$ cat src/rtl/mac_operand_sequencer_pkg.sv
// Shared constants, FSM encoding and operand storage layout for the MAC operand sequencer.
package mac_operand_sequencer_pkg;

    localparam int unsigned DW   = 4;
    localparam int unsigned RW   = 8;
    localparam int unsigned IDXW = 4;

    typedef enum logic [2:0] {
        ST_IDLE   = 3'd0,
        ST_CLEAR  = 3'd1,
        ST_STREAM = 3'd2,
        ST_DRAIN  = 3'd3,
        ST_FLUSH  = 3'd4
    } state_e;

    typedef struct packed {
        logic [DW-1:0] a;
        logic [DW-1:0] b;
    } operand_pair_t;

    // Element address width; a single-element build still needs one address bit.
    function automatic int unsigned addr_width(input int unsigned len);
        return (len > 1) ? $clog2(len) : 1;
    endfunction

endpackage

$ cat src/rtl/mac_operand_sequencer_if.sv
// Host/MAC-facing signal bundle of one sequencer; slave is the sequencer side.
interface mac_operand_sequencer_if #(
    parameter int unsigned LEN = 4
);
    import mac_operand_sequencer_pkg::*;

    localparam int unsigned AW = addr_width(LEN);

    logic          wr_en;
    logic [AW-1:0] wr_addr;
    logic [DW-1:0] wr_a;
    logic [DW-1:0] wr_b;
    logic          start;
    logic          busy;
    logic          done;
    logic [DW-1:0] w_o;
    logic [DW-1:0] x_o;
    logic          load_o;
    logic          clear_o;
    logic [RW-1:0] mac_o;
    logic [RW-1:0] result;

    modport slave (
        input  wr_en, wr_addr, wr_a, wr_b, start, mac_o,
        output busy, done, w_o, x_o, load_o, clear_o, result
    );

    modport master (
        output wr_en, wr_addr, wr_a, wr_b, start, mac_o,
        input  busy, done, w_o, x_o, load_o, clear_o, result
    );

endinterface

$ cat src/rtl/mac_operand_sequencer_rf.sv
// LEN-deep storage of (A, B) operand pairs: one write port, one combinational read port.
module mac_operand_rf
    import mac_operand_sequencer_pkg::*;
#(
    parameter int unsigned LEN = 4,
    parameter int unsigned AW  = 2
) (
    input  logic          clk,
    input  logic          clr,
    input  logic          i_we,
    input  logic [AW-1:0] i_waddr,
    input  operand_pair_t i_wdata,
    input  logic [AW-1:0] i_raddr,
    output operand_pair_t o_rdata
);

    operand_pair_t r_mem [LEN];

    always_ff @(posedge clk) begin
        if (clr) begin
            for (int unsigned i = 0; i < LEN; i++) begin
                r_mem[i] <= '0;
            end
        end else if (i_we) begin
            r_mem[i_waddr] <= i_wdata;
        end
    end

    assign o_rdata = r_mem[i_raddr];

endmodule

$ cat src/rtl/mac_operand_sequencer.sv
// Streams stored A/B operand pairs into a 4-bit MAC and captures the 8-bit dot product.
module mac_operand_sequencer
    import mac_operand_sequencer_pkg::*;
#(
    parameter int unsigned LEN = 4
) (
    input  logic                    clk,
    input  logic                    clr,
    mac_operand_sequencer_if.slave  bus
);

    localparam int unsigned   AW       = addr_width(LEN);
    localparam logic [IDXW-1:0] LAST_IDX = IDXW'(LEN - 1);

    state_e          r_state;
    state_e          w_next_state;
    logic [IDXW-1:0] r_idx;
    logic            r_load;
    logic [RW-1:0]   r_result;

    logic            w_wr_en;
    operand_pair_t   w_wdata;
    operand_pair_t   w_rd;
    logic            w_busy;
    logic            w_done;
    logic            w_clear;
    logic [DW-1:0]   w_w;
    logic [DW-1:0]   w_x;

    // Storage is only writable while idle so a running sequence never sees torn operands.
    assign w_wr_en       = bus.wr_en && (r_state == ST_IDLE) && (32'(bus.wr_addr) < LEN);
    assign w_wdata.a     = bus.wr_a;
    assign w_wdata.b     = bus.wr_b;

    mac_operand_rf #(
        .LEN (LEN),
        .AW  (AW)
    ) u_rf (
        .clk     (clk),
        .clr     (clr),
        .i_we    (w_wr_en),
        .i_waddr (bus.wr_addr),
        .i_wdata (w_wdata),
        .i_raddr (AW'(r_idx)),
        .o_rdata (w_rd)
    );

    always_ff @(posedge clk) begin
        if (clr) begin
            r_state <= ST_IDLE;
        end else begin
            r_state <= w_next_state;
        end
    end

    always_comb begin
        w_next_state = r_state;
        unique case (r_state)
            ST_IDLE:   if (bus.start) w_next_state = ST_CLEAR;
            ST_CLEAR:  w_next_state = ST_STREAM;
            ST_STREAM: if (r_idx == LAST_IDX) w_next_state = ST_DRAIN;
            ST_DRAIN:  w_next_state = ST_FLUSH;
            ST_FLUSH:  w_next_state = ST_IDLE;
            default:   w_next_state = ST_IDLE;
        endcase
    end

    // clear_o follows clr directly so the downstream accumulator resets alongside us.
    always_comb begin
        w_busy  = 1'b0;
        w_done  = 1'b0;
        w_clear = clr;
        w_w     = '0;
        w_x     = '0;
        unique case (r_state)
            ST_CLEAR: begin
                w_busy  = 1'b1;
                w_clear = 1'b1;
            end
            ST_STREAM: begin
                w_busy = 1'b1;
                w_w    = w_rd.a;
                w_x    = w_rd.b;
            end
            ST_DRAIN: w_busy = 1'b1;
            ST_FLUSH: w_done = 1'b1;
            default: ;
        endcase
    end

    // load_o lags operand-valid by one cycle: the MAC registers the product first, then adds.
    always_ff @(posedge clk) begin
        if (clr) begin
            r_idx    <= '0;
            r_load   <= 1'b0;
            r_result <= '0;
        end else begin
            r_load <= (r_state == ST_STREAM);
            if (r_state == ST_CLEAR) begin
                r_idx <= '0;
            end else if (r_state == ST_STREAM) begin
                r_idx <= r_idx + IDXW'(1);
            end
            if (r_state == ST_DRAIN) begin
                r_result <= bus.mac_o;
            end
        end
    end

    assign bus.busy    = w_busy;
    assign bus.done    = w_done;
    assign bus.clear_o = w_clear;
    assign bus.w_o     = w_w;
    assign bus.x_o     = w_x;
    assign bus.load_o  = r_load;
    assign bus.result  = r_result;

endmodule

$ cat src/flat_wrapper.sv
// flat-port wrapper written by rule: the top's interface ports become plain ports
module mac_operand_sequencer_flat import mac_operand_sequencer_pkg::*;
#(
    parameter int unsigned LEN = 4
)
  (clk, clr, bus_wr_en, bus_wr_addr, bus_wr_a, bus_wr_b, bus_start, bus_mac_o, bus_busy, bus_done, bus_w_o, bus_x_o, bus_load_o, bus_clear_o, bus_result);
  mac_operand_sequencer_if #(.LEN(LEN)) bus_i ();
  input  logic clk;
  input  logic clr;
  input wire logic [$bits(bus_i.wr_en)-1:0] bus_wr_en;
  input wire logic [$bits(bus_i.wr_addr)-1:0] bus_wr_addr;
  input wire logic [$bits(bus_i.wr_a)-1:0] bus_wr_a;
  input wire logic [$bits(bus_i.wr_b)-1:0] bus_wr_b;
  input wire logic [$bits(bus_i.start)-1:0] bus_start;
  input wire logic [$bits(bus_i.mac_o)-1:0] bus_mac_o;
  output wire logic [$bits(bus_i.busy)-1:0] bus_busy;
  output wire logic [$bits(bus_i.done)-1:0] bus_done;
  output wire logic [$bits(bus_i.w_o)-1:0] bus_w_o;
  output wire logic [$bits(bus_i.x_o)-1:0] bus_x_o;
  output wire logic [$bits(bus_i.load_o)-1:0] bus_load_o;
  output wire logic [$bits(bus_i.clear_o)-1:0] bus_clear_o;
  output wire logic [$bits(bus_i.result)-1:0] bus_result;
  assign bus_i.wr_en = bus_wr_en;
  assign bus_i.wr_addr = bus_wr_addr;
  assign bus_i.wr_a = bus_wr_a;
  assign bus_i.wr_b = bus_wr_b;
  assign bus_i.start = bus_start;
  assign bus_i.mac_o = bus_mac_o;
  assign bus_busy = bus_i.busy;
  assign bus_done = bus_i.done;
  assign bus_w_o = bus_i.w_o;
  assign bus_x_o = bus_i.x_o;
  assign bus_load_o = bus_i.load_o;
  assign bus_clear_o = bus_i.clear_o;
  assign bus_result = bus_i.result;
  mac_operand_sequencer #(.LEN(LEN)) u_core (.clk(clk), .clr(clr), .bus(bus_i));
endmodule
$ cat config.mk
export PLATFORM = sky130hd
export DESIGN_NAME = mac_operand_sequencer_flat
export DESIGN_NICKNAME = d
export VERILOG_FILES = /design/src/rtl/mac_operand_sequencer_pkg.sv /design/src/rtl/mac_operand_sequencer_if.sv /design/src/rtl/mac_operand_sequencer_rf.sv /design/src/rtl/mac_operand_sequencer.sv /design/src/flat_wrapper.sv
export SDC_FILE = /design/constraint.sdc
export NUM_CORES = 1
export LEC_CHECK = 0
export CORE_ASPECT_RATIO = 1.5
export CORE_MARGIN = 2
export CORE_UTILIZATION = 35
export CTS_BUF_LIST = sky130_fd_sc_hd__clkbuf_8
export DETAILED_ROUTE_END_ITERATION = 10
export SKIP_LAST_GASP = 1
export SLEW_MARGIN = 0
export SYNTH_ARGS = -nofsm -noshare
export SYNTH_HDL_FRONTEND = slang
export SYNTH_SLANG_ARGS = --single-unit
$ cat constraint.sdc
create_clock -name clk -period 3.4 [get_ports clk]
set_input_delay 0.51 -clock clk [delete_from_list [all_inputs] [get_ports clk]]
set_output_delay 0.51 -clock clk [all_outputs]
set_load 0.005 [all_outputs]
# Word level (Yosys, flattened, before mapping)
# Memory sizes are Yosys's and may differ from the RTL's. A register that Yosys moved wholly into a read port is not among the register bits.
# Index checks and enable logic that the tools add are counted.
[word_totals]
ff_bits = 16
latch_bits = 0
mem_bits_rw = 32
mem_bits_ro = 0
in_bits = 22
out_inout_bits = 20
wordCells = 37
mem_count = 1
[mem_list]
columns = ["name", "words", "width", "rd", "rd_ports_with_merged_regs", "wr", "line", "source"]
rows = [
  ["u_core.u_rf.r_mem", 4, 8, 1, 1, 4, "mac_operand_sequencer_rf.sv:17", "operand_pair_t r_mem [LEN];"],
]
[classes]
add_sub_neg = 1
mul = 0
div = 0
order_cmp = 0
eq_ne = 7
n_shift = 0
mux = 18
n_bitwise = 0
reduce_logical = 6
[ops]
columns = ["cell", "count"]
rows = [
  ["case mux 3 bit (4 select lines)", 1],
  ["2-to-1 mux 1 bit", 9],
  ["2-to-1 mux 4 bit", 2],
  ["2-to-1 mux 8 bit", 1],
  ["OR reduction 8 bit", 1],
  ["equality test 3 x 2 -> 1 bit, second input constant", 2],
  ["2-to-1 mux 2 bit", 3],
  ["2-to-1 mux 3 bit", 2],
  ["adder 4 x 1 -> 4 bit, second input constant", 1],
  ["equality test 4 x 2 -> 1 bit, second input constant", 1],
  ["equality test 3 x 1 -> 1 bit, second input constant", 1],
  ["equality test 3 bit, second input constant", 1],
  ["logical NOT 3 bit", 1],
  ["OR reduction 3 bit", 1],
  ["inequality test 2 x 1 -> 1 bit, second input constant", 1],
  ["inequality test 2 bit, second input constant", 1],
  ["AND reduction 2 bit", 1],
  ["OR reduction 2 bit", 1],
  ["logical AND 1 bit", 1],
]

# Depth between registers and ports, before layout
[depth]
word_depth = 7
ltp_mapped = 5
ltp_nobuf = 4

# Modules after synthesis
# Synthesis repeated with hierarchy kept, for this count alone.
[unflattened]
cells_unflattened = 162
hier_area_um2 = 2173.3
[by_module_without_submodules]
columns = ["module", "instances", "cells_each", "area_per_inst_um2"]
rows = [
  ["mac_operand_rf", 1, 85, 1457.6],
  ["mac_operand_sequencer", 1, 77, 715.7],
]

# Worst setup path after synthesis
# OpenSTA, ideal clock, no wires.
[synth_timing]
kind = "input-to-reg"
startpoint = "in bus_wr_en"
endpoint = "mem u_core.u_rf.r_mem[1][0] (netlist name), enable pin"
t_arrival_ns = 1.691
slack_ns = 1.380
cell_stages = 4
path_cell_list = "or4b_4 -> buf_6 -> nor4b_4 -> or2_1"
[synth_lines]
columns = ["element", "line", "source"]
rows = [
  ["start, declared", "flat_wrapper.sv:10", "input wire logic [$bits(bus_i.wr_en)-1:0] bus_wr_en;"],
  ["end, declared", "mac_operand_sequencer_rf.sv:17", ""],
]

# Final worst setup path
[layout_timing]
startpoint = "reg u_core.r_state[1]"
endpoint = "out bus_x_o[2]"
[layout_between]
elab_chain_len = 2
[layout_lines]
columns = ["element", "line", "source"]
rows = [
  ["start, declared", "mac_operand_sequencer.sv:15", "state_e r_state;"],
  ["start signal, assigned", "mac_operand_sequencer.sv:52", "r_state <= w_next_state;"],
  ["equality test 3 x 2 -> 1 bit", "mac_operand_sequencer.sv:75", "unique case (r_state)"],
  ["2-to-1 mux 4 bit", "mac_operand_sequencer.sv:75", ""],
  ["end, declared", "flat_wrapper.sv:19", "output wire logic [$bits(bus_i.x_o)-1:0] bus_x_o;"],
]
# No other way between the ends.

==> impl_metrics.py <==
metrics = {
    "power": {
        "power_density_nw_per_um2": 421,
        "p_leak_nw": 1.04,
        "ir_drop_mv": 0.229,
    },
    "sta": {
        "slew_viol_final": 0,
        "worst_slew_pin_slew_ns": 0.858,
        "whs_ns": 0.491,
        "slew_headroom_pct": 42.7,
        "finClkSkew_ns": 0.00829,
        "timing.setup.tns_ns": 0,
        "fmax_mhz": 371,
        "rsz0062_at_grt": "false",
        "post-route-min-period_ns": 2.69,
        "finalSetupViolations": 0,
        "min_period_over_period_pct": 79.3,
        "hold_violations": 0,
    },
    "synth": {
        "synthDistinctLibCells": 36,
        "ys_warn_count": 0,
        "ys_seq_area_share_pct": 59.3,
        "synthXorXnorAreaFrac_pct": 0.786,
        "synth_ff_type": "edfxtp_1",
        "synth_fa_ha_area_share_pct": 0.561,
        "syn_area_um2": 2230,
        "synth_compound_area_share_pct": 2.02,
        "synth_edf_count": 32,
        "syn-num-nets": 189,
        "synthSimpleGateAreaFrac_pct": 22.0,
        "synth_mux_area_share_pct": 12.6,
        "synth_top_family_by_area": "simple AND/OR/NAND/NOR gates",
        "ys_seq_elements": 50,
        "postSynthAreaPerCell_um2": 13.4,
        "syn_inst": 166,
        "async_reset_ff_share_pct": 0,
    },
    "finish": {
        "multi_input_area_um2": 846,
        "syn2layout_area_growth_pct": 24.9,
        "layout_commonest_cell": "clkdlybuf4s50_1",
        "nets": 229,
        "layout_common_cells": "41 x clkdlybuf4s50_1, 32 x and2_1, 32 x edfxtp_1",
        "drive_gt1_share_pct": 12.6,
        "regArea_um2": 1320,
        "n_antenna_cell": 0,
        "nFillCells": 620,
    },
    "drt": {
        "wl_mm": 4.14,
        "drt-pass1-iter-count": 4,
        "drc": 0,
        "num_vias": 1335,
        "wl_per_cell_um": 14.7,
        "drt_iter0_markers": 33,
        "ant_nets": 0,
        "via_per_inst": 4.75,
    },
    "worst_hold_path": {
        "hold_path_end": "u_core.r_idx[3]",
        "hp-class": "flop to flop",
        "hold_path_depth": 2,
        "hp-start": "u_core.r_idx[3]",
    },
    "floorplanning": {
        "die_w_um": 69.2,
        "rows": 35,
        "core_um2": 6130,
        "die_h_um": 102,
        "die_area_um2": 7030,
        "io_pins": 42,
        "start_util_pct": 36.3,
    },
    "placed_design": {
        "portBuffers": 41,
        "gp_congestion": 0.713,
        "hpwl_mm": 2.92,
    },
    "clock_tree": {
        "clk_pin_slew_worst_paths_ns": 0.09,
        "cts_tree": "done",
        "cts_resized": 0,
        "cts-root-buf": "clkbuf_8",
        "cts_max_level": 2,
        "clkSinkCount": 50,
        "clockBufferDepth": 2,
        "hold_buffers": 0,
        "numCtsBuffers": 5,
        "post_cts_buffers": 0,
        "clk_latency_ns": 0.30,
    },
    "critical_path": {
        "path_buf_inv": 1,
        "arrival_ns": 2.18,
        "ff2ff_setup_slack_ns": 1.24,
        "cp.required_ns": 2.89,
        "slowest_stage": "or3b_2",
        "critPathTopFamily": "simple AND/OR/NAND/NOR gates",
        "start_kind": "flop",
        "criticalPathCategory": "flop to output pin",
        "worstRegToRegCells": 3,
        "max_stage_delay_ns": 0.67,
        "reg2reg_to": "u_core.u_rf.r_mem[1][0]",
        "cp_cell_sequence": "or3b_2, nor2b_1, clkdlybuf4s50_1",
        "rr_startpoint": "u_core.r_state[2]",
        "cp_max_fo": 13,
        "cp-end-kind": "output pin",
    },
    "global_route": {
        "antenna_found_initial": 0,
        "grtUsageTotal_pct": 12.6,
        "grt_max_degree": 16,
        "grt_pass1_vias": 1349,
        "grt_pass1_wl_mm": 6.84,
        "overflow": 0,
    },
    "run": {
        "cap_violations": 0,
    },
    "outcome": {
        "status": "finished, final reports clean",
    },
}
-- worst reg2reg max path, stage by stage (launching register included) --
cell and delay [ns]:
dfxtp_1 0.41, or4b_4 0.65, nor4b_4 0.40, or2_1 0.37
-- cells in the mapped netlist, types with 2 or more instances --
cell type | number | share of area, %
a21oi_1 | 3 | 0.67
and2_1 | 32 | 9.0
buf_1 | 2 | 0.34
buf_6 | 2 | 1.0
clkbuf_1 | 5 | 0.84
dfxtp_1 | 18 | 16
edfxtp_1 | 32 | 43
mux2i_1 | 10 | 4.5
mux4_2 | 8 | 8.1
nor2_1 | 16 | 2.7
nor2b_1 | 8 | 2.2
nor3b_1 | 2 | 0.67
o21ai_0 | 3 | 0.67
o21bai_1 | 2 | 0.67
or2_2 | 2 | 0.56
-- per-stage QoR --
step	setup slack, ns	util [%]	instance area (um2)	total power [mW]	std cells
floorplan	1.38	-	2230	0.781	166
global placement	0.797	43.9	2690	0.845	273
detailed placement	0.751	43.9	2690	0.847	273
CTS	0.658	45.4	2780	1.19	281
global route	0.577	45.4	2780	1.22	281
finish	0.705	45.4	2780	1.17	281
-- report_power, final --
part           leakage (nW)  internal (mW)  switching, mW  total, mW
logic                 0.514         0.0780         0.0558      0.134
clock network        0.0524          0.161          0.182      0.343
registers             0.479          0.676         0.0194      0.695
-- routing by layer --
| layer | wire length (um) | vias to the layer above | track usage, % |
|---|---|---|---|
| li1 | - | 663 | - |
| met4 | 48 | 0 | 3.62 |
| met2 | 2130 | 36 | 22.1 |
| met1 | 1760 | 631 | 15.6 |
| met3 | 203 | 5 | 3.08 |
| met5 | 0 | - | 0 |
-- kinds of logic (layout without fill, tap and decap cells) --
family / Yosys count / count (layout)
AOI/OAI and AO/OA: 8 / 8
xor gates and xnor gates: 2 / 2
adders and majority gates: 1 / 1
buffers and inverters: 11 / 52
DFF: 50 / 50
muxes: 18 / 18
and+or+nand+nor: 76 / 76
-- flip-flops by register name, indices dropped and copies added, names as in the netlist, named ones only --
name	flops
u_core.u_rf.r_mem	32
u_core.r_idx	4
u_core.r_state	3
u_core.bus.load_o	1
u_core.bus.result	8
-- final cells by class --
class	instances	area share, %
clock buffer	6	2.97
tap	74	3.33
timing repair buffer	44	15.6
multi-input combinational	105	30.4
clock inverter	2	0.315
sequential	50	47.5
-- worst max-delay path by stage --
stage	from	cells past startpoint	slack (ns)	to
2_1_floorplan	bus_wr_en	4	1.38	u_core.u_rf.r_mem[1][0]
3_3_place_gp	bus_wr_en	3	0.80	u_core.u_rf.r_mem[2][4]
3_5_place_dp	bus_wr_en	4	0.75	u_core.u_rf.r_mem[1][2]
4_1_cts	u_core.r_state[1]	3	0.66	bus_x_o[2]
5_1_grt	u_core.r_state[1]	3	0.58	bus_x_o[2]
6_report	u_core.r_state[1]	3	0.71	bus_x_o[2]
No activity file was read; power rests on OpenSTA's default activity.
